[config.mk]
export PLATFORM = sky130hd
export DESIGN_NAME = barrera_arbitro
export DESIGN_NICKNAME = d
export VERILOG_FILES = /design/src/rtl/barrera_arbitro.sv
export SDC_FILE = /design/constraint.sdc
export NUM_CORES = 1
export LEC_CHECK = 0
export BUFFER_PORTS_ARGS = -buffer_cell sky130_fd_sc_hd__buf_4
export CELL_PAD_IN_SITES_DETAIL_PLACEMENT = 1
export CELL_PAD_IN_SITES_GLOBAL_PLACEMENT = 2
export CORE_AREA = 2 2 66 93
export CTS_CLUSTER_SIZE = 14
export DETAILED_ROUTE_END_ITERATION = 10
export DIE_AREA = 0 0 68 95
export PLACE_DENSITY_LB_ADDON = 0.1
export REMOVE_ABC_BUFFERS = 1
export SETUP_SLACK_MARGIN = 0.05
export SLEW_MARGIN = 0
export SYNTH_ARGS = -nofsm -noshare
export SYNTH_HDL_FRONTEND = slang
export SYNTH_SLANG_ARGS = --single-unit
[constraint.sdc]
create_clock -name clk -period 2.4 [get_ports clk]
set_input_delay 0 -clock clk [delete_from_list [all_inputs] [get_ports clk]]
set_output_delay 0 -clock clk [all_outputs]
set_load 0.005 [all_outputs]
[src/rtl/barrera_arbitro.sv]
// Purpose: arbitrates entry/exit requests for the shared barrier arm and sequences its motor.
// Latency: every decision taken on cycle N is visible on the registered outputs at cycle N+1.
// Backpressure: none; request levels are sampled only in IDLE, and requests that are still held are re-evaluated on return to IDLE.
module barrera_arbitro #(
    parameter int CAPACITY      = 7,
    parameter int MOTOR_TIMEOUT = 50000,
    parameter int PASS_TIMEOUT  = 500000,
    parameter int CLOSE_DELAY   = 1000,
    parameter int TIMER_W       = 20
) (
    input  logic       clk,
    input  logic       rst,
    input  logic       req_in,
    input  logic       req_out,
    input  logic [2:0] count,
    input  logic       ingreso,
    input  logic       egreso,
    input  logic       obstr,
    input  logic       lim_open,
    input  logic       lim_closed,
    input  logic       fault_clr,
    output logic       motor_up,
    output logic       motor_down,
    output logic       grant_in,
    output logic       grant_out,
    output logic       deny_in,
    output logic       full,
    output logic       fault
);

    typedef enum logic [2:0] {
        S_IDLE      = 3'd0,
        S_OPENING   = 3'd1,
        S_WAIT_PASS = 3'd2,
        S_HOLD      = 3'd3,
        S_CLOSING   = 3'd4,
        S_FAULT     = 3'd5
    } state_t;

    // Terminal timer values: a state is left on the cycle its timer reads LIMIT-1.
    localparam logic [TIMER_W-1:0] MOTOR_LAST = TIMER_W'(MOTOR_TIMEOUT - 1);
    localparam logic [TIMER_W-1:0] PASS_LAST  = TIMER_W'(PASS_TIMEOUT - 1);
    localparam logic [TIMER_W-1:0] HOLD_LAST  = TIMER_W'(CLOSE_DELAY - 1);
    localparam int unsigned        CAP_U      = CAPACITY;

    state_t               state_q,      state_d;
    logic [TIMER_W-1:0]   timer_q,      timer_d;
    logic                 last_out_q,   last_out_d;   // 1: most recent grant served exit
    logic                 req_in_q,     req_in_d;
    logic                 motor_up_q,   motor_up_d;
    logic                 motor_down_q, motor_down_d;
    logic                 grant_in_q,   grant_in_d;
    logic                 grant_out_q,  grant_out_d;
    logic                 deny_in_q,    deny_in_d;
    logic                 full_q,       full_d;
    logic                 fault_q,      fault_d;

    logic                 at_cap;
    logic                 in_elig;
    logic                 out_elig;
    logic                 take_in;
    logic                 take_out;
    logic                 pass_match;
    logic                 hold_restart;
    logic [TIMER_W-1:0]   timer_inc;

    // Occupancy and eligibility, shared by the arbiter and the full flag.
    always_comb begin
        at_cap     = (32'(count) >= CAP_U);
        in_elig    = req_in && !at_cap;
        out_elig   = req_out;
        pass_match = (ingreso && grant_in_q) || (egreso && grant_out_q);
        timer_inc  = (timer_q == '1) ? timer_q : timer_q + 1'b1;
    end

    // Round-robin pick between entry and exit; a tie goes opposite to the last grant.
    always_comb begin
        take_in  = 1'b0;
        take_out = 1'b0;
        if (in_elig && out_elig) begin
            take_in  = last_out_q;
            take_out = !last_out_q;
        end else begin
            take_in  = in_elig;
            take_out = out_elig;
        end
    end

    // Next-state, timer and registered-output computation.
    always_comb begin
        state_d      = state_q;
        last_out_d   = last_out_q;
        grant_in_d   = grant_in_q;
        grant_out_d  = grant_out_q;
        deny_in_d    = 1'b0;
        req_in_d     = req_in;
        full_d       = at_cap;
        hold_restart = 1'b0;

        case (state_q)
            S_IDLE: begin
                if (take_in || take_out) begin
                    state_d     = S_OPENING;
                    grant_in_d  = take_in;
                    grant_out_d = take_out;
                    last_out_d  = take_out;
                end else if (req_in && !req_in_q && at_cap) begin
                    // Only the rising edge of a refused request is reported.
                    deny_in_d = 1'b1;
                end
            end
            S_OPENING: begin
                if (lim_open) begin
                    state_d = S_WAIT_PASS;
                end else if (timer_q == MOTOR_LAST) begin
                    state_d = S_FAULT;
                end
            end
            S_WAIT_PASS: begin
                // A pulse for the other direction belongs to someone else; ignore it.
                if (pass_match) begin
                    state_d = S_HOLD;
                end else if (timer_q == PASS_LAST) begin
                    state_d = S_CLOSING;
                end
            end
            S_HOLD: begin
                if (obstr) begin
                    hold_restart = 1'b1;
                end else if (timer_q == HOLD_LAST) begin
                    state_d = S_CLOSING;
                end
            end
            S_CLOSING: begin
                // Beam blocked under a descending arm wins over everything else.
                if (obstr) begin
                    state_d = S_OPENING;
                end else if (lim_closed) begin
                    state_d = S_IDLE;
                end else if (timer_q == MOTOR_LAST) begin
                    state_d = S_FAULT;
                end
            end
            S_FAULT: begin
                if (fault_clr) begin
                    state_d = S_IDLE;
                end
            end
            default: begin
                state_d = S_FAULT;
            end
        endcase

        // Both limit switches closed at once means a broken sensor.
        if ((state_q != S_FAULT) && lim_open && lim_closed) begin
            state_d = S_FAULT;
        end

        // Every state change and every obstruction in HOLD restarts timing.
        if ((state_d != state_q) || hold_restart) begin
            timer_d = '0;
        end else begin
            timer_d = timer_inc;
        end

        if ((state_d == S_IDLE) || (state_d == S_FAULT)) begin
            grant_in_d  = 1'b0;
            grant_out_d = 1'b0;
        end
        if (state_d != S_IDLE) begin
            deny_in_d = 1'b0;
        end

        motor_up_d   = (state_d == S_OPENING);
        motor_down_d = (state_d == S_CLOSING);
        fault_d      = (state_d == S_FAULT);
    end

    // State, timer and output registers.
    always_ff @(posedge clk or negedge rst) begin
        if (!rst) begin
            state_q      <= S_IDLE;
            timer_q      <= '0;
            last_out_q   <= 1'b1;
            req_in_q     <= 1'b0;
            motor_up_q   <= 1'b0;
            motor_down_q <= 1'b0;
            grant_in_q   <= 1'b0;
            grant_out_q  <= 1'b0;
            deny_in_q    <= 1'b0;
            full_q       <= 1'b0;
            fault_q      <= 1'b0;
        end else begin
            state_q      <= state_d;
            timer_q      <= timer_d;
            last_out_q   <= last_out_d;
            req_in_q     <= req_in_d;
            motor_up_q   <= motor_up_d;
            motor_down_q <= motor_down_d;
            grant_in_q   <= grant_in_d;
            grant_out_q  <= grant_out_d;
            deny_in_q    <= deny_in_d;
            full_q       <= full_d;
            fault_q      <= fault_d;
        end
    end

    assign motor_up   = motor_up_q;
    assign motor_down = motor_down_q;
    assign grant_in   = grant_in_q;
    assign grant_out  = grant_out_q;
    assign deny_in    = deny_in_q;
    assign full       = full_q;
    assign fault      = fault_q;

    // The motor driver must never be told to go both ways.
    motor_exclusive_a: assert property (@(posedge clk) disable iff (!rst)
        !(motor_up_q && motor_down_q));

endmodule

==> metrics.txt <==
status completed; max-slew violations 0; clock sink total 32; Finished Cell Area 2330 µm²; synth cell count leaders dfrtp_1 (31), nor3_1 (27), nand2_1 (20), nand3_1 (12); Die Ht 95 µm; DP Wirelength 3920 µm; startpoint types register; Ys Warns 0; Crit Path Category register to register; core area 5700 µm²; io pins 20; ranking of synthesized cells by area dfrtp_1 (43%), nor3_1 (7.5%), xor2_1 (4.8%), nand2_1 (4.1%), xnor2_1 (3.9%); total CTS buffers 5; GPL Wtd Cong 0.763; gr ovfl total 0; final core occ 41.0%; sequential fraction of the synthesis area 44.3%; setup ws final 126 ps; crit-path cells or3b_2 > nor2_1 > a31o_2 > nor3_1 > nand3b_1 > buf_6 > clkbuf_16 > nor4_2; RSZ-0062 raised after global routing false; critical path's largest stage delay 580 ps; drt initial violations 42; most frequent cell after synthesis dfrtp_1; clk slew on worst S/H paths 70 ps; Max Clk Rate 440 MHz; Mapped Area 1810 µm²; Cells after Synth 193; Yosys reg bits 32; CP max FO 11; max_cap viols 0; Die ar. 6460 µm²; Die Wd 68 µm; ANT nets after route 0; crit-path leading delay family simple AND/OR/NAND/NOR gates; drt pass-1 iters 4; Tmin final 2270 ps; Skew-Pair Late Insertion Delay 290 ps; cell row count 33; first-pass GRT wire length 8690 µm; Final Hold Viols 0; TritonCTS clock tree yes; Final Skew 9.87 ps; Max VDD drop 348 µV; CP Data Required Time 2590 ps; Setup WS pre-CTS 67.5 ps; Post-synth EDFFs 0; register area 802 µm²; drt via density 5.32; fin cells 304; Tcrit/Tclk final 94.7%; Worst slew margin 71.0%; number of global-route vias before repair 1795; share of layout cells above drive strength 1 26.5%; Hold WC Path Type primary input to register; Avg Synthesized Cell Area 9.37 µm²; worst-margin pin slew 435 ps; Vias 1617; PortBufs 19; DRC 0; final setup vio count 0; final wirelength 5470 µm; buffers and inverters on the worst path 2; endpoint class of the critical path register; DP Area 2110 µm²; fillers 655; area of the multi-input gates 995 µm²; Post-Place Cells 288; top-area cell type share of the netlist area 42.9%; antenna violations before repair 0; Reg2Reg Setup Slack 130 ps; Pleak 0.981 nW; diode count 0; H-tree depth 2; number of library cell types mapped by synthesis 43; Nets 247; Slowest-stage cell, CP dfrtp_1; ys flop type dfrtp_1; GRT Util Overall 18.2%; WP data arrival 2460 ps; post-synth top area cell dfrtp_1; CTS root buffer clkbuf_8; largest net degree at the start of global routing 33; Layout area overhead 29.0%; CTS max path bufs 2; Routed wire per std cell 18.0 µm; ys async rst share 100%; PwrDens 1010 nW/µm²; initial core utilization 31.8%
-- power by group --
part / leakage (nW) / internal [mW] / switching (mW) / total (mW)
sequential: 0.430 / 0.631 / 0.0984 / 0.729
clock: 0.0479 / 0.202 / 0.217 / 0.419
combinational: 0.503 / 0.570 / 0.630 / 1.20
total: 0.981 / 1.40 / 0.946 / 2.35
-- routing by layer --
| metal | vias up | track usage [%] | part of all wire, % |
|---|---|---|---|
| met1 | 818 | 19.3 | 39 |
| met3 | 5 | 2.98 | 2.4 |
| li1 | 773 | - | - |
| met2 | 21 | 34.0 | 57 |
| met4 | 0 | 7.67 | 1.5 |
| met5 | - | 0 | 0 |
-- final timing paths --
path / start / end / cells after the start
worst max-delay path: state_q[0]$_DFF_PN0_ / timer_q[2]$_DFFE_PN0P_ / 8
worst min-delay path: req_out / last_out_q$_DFFE_PN1P_ / 3
worst max register to register: state_q[0]$_DFF_PN0_ / timer_q[2]$_DFFE_PN0P_ / 8
worst min register to register: last_out_q$_DFFE_PN1P_ / last_out_q$_DFFE_PN1P_ / 2
max in group asynchronous: rst / last_out_q$_DFFE_PN1P_ / 2
min in group asynchronous: rst / timer_q[11]$_DFFE_PN0P_ / 2
-- worst min-delay path, delay by kind of cell --
| family | cells | cell delay, ps |
|---|---|---|
| AOI/OAI and AO/OA | 1 | 80 |
| buffers and inverters | 1 | 130 |
| and+or+nand+nor | 1 | 80 |
-- repair_timing --
| action | 4_1_cts | 5_1_grt |
|---|---|---|
| endpoints found under the setup margin | 1 | 22 |
| cloned | 0 | 2 |
| pin swaps | 0 | 5 |
| hold endpoints to repair | 34 | 0 |
| gates resized for setup | 1 | 10 |
| setup buffers | 0 | 4 |
| hold buffers | 2 | 0 |
-- state kept, by name (all words and copies together), names as in the netlist --
| register | cells |
|---|---|
| timer_q | 20 |
| state_q | 3 |
| deny_in | 1 |
| fault | 1 |
| full | 1 |
| grant_in | 1 |
| grant_out | 1 |
| last_out_q | 1 |
| motor_down | 1 |
| motor_up | 1 |
| req_in_q | 1 |
-- layout make-up --
class / count / share of cell area (%)
multi-input combinational: 149 / 42.6
sequential: 32 / 34.4
timing repair buffer: 40 / 14.7
tap: 70 / 3.75
clock buffer: 5 / 2.95
clock inverter: 3 / 0.804
inverter: 5 / 0.804
-- cells in the final DEF (no fill, tap or decap), types with 6 or more instances in the layout --
cell type  Yosys  final
a21oi_1        6      6
buf_4          0     34
dfrtp_1       31     31
nand2_1       20     20
nand3_1       12     12
nand4_1        6      6
nor2_1        10     10
nor2b_1        7      7
nor3_1        27     27
xnor2_1        8      8
xor2_1        10     10
-- per-stage QoR --
stage | power [mW] | hold slack, ps | TNS (ps)
floorplan | 1.23 | -296 | -3940
detailed placement | 1.70 | -18.9 | 0
global placement | 1.65 | -35.6 | 0
finish | 2.35 | 11.4 | 0
CTS | 2.14 | 9.07 | 0
global route | 2.51 | 17.1 | 0
-- cells by family (layout without fill, tap and decap cells) --
group / after synthesis / in the layout / share of synthesized area, %
buffers and inverters: 12 / 53 / 3.11
adder cells (fa/ha/maj): 1 / 1 / 0.691
AO/OA/AOI/OAI: 18 / 18 / 8.02
flip-flops: 32 / 32 / 44.3
XOR/XNOR: 18 / 18 / 8.71
multiplexers: 4 / 4 / 2.21
AND/OR/NAND/NOR: 108 / 108 / 32.9
Power figures use the tool's default switching activity.
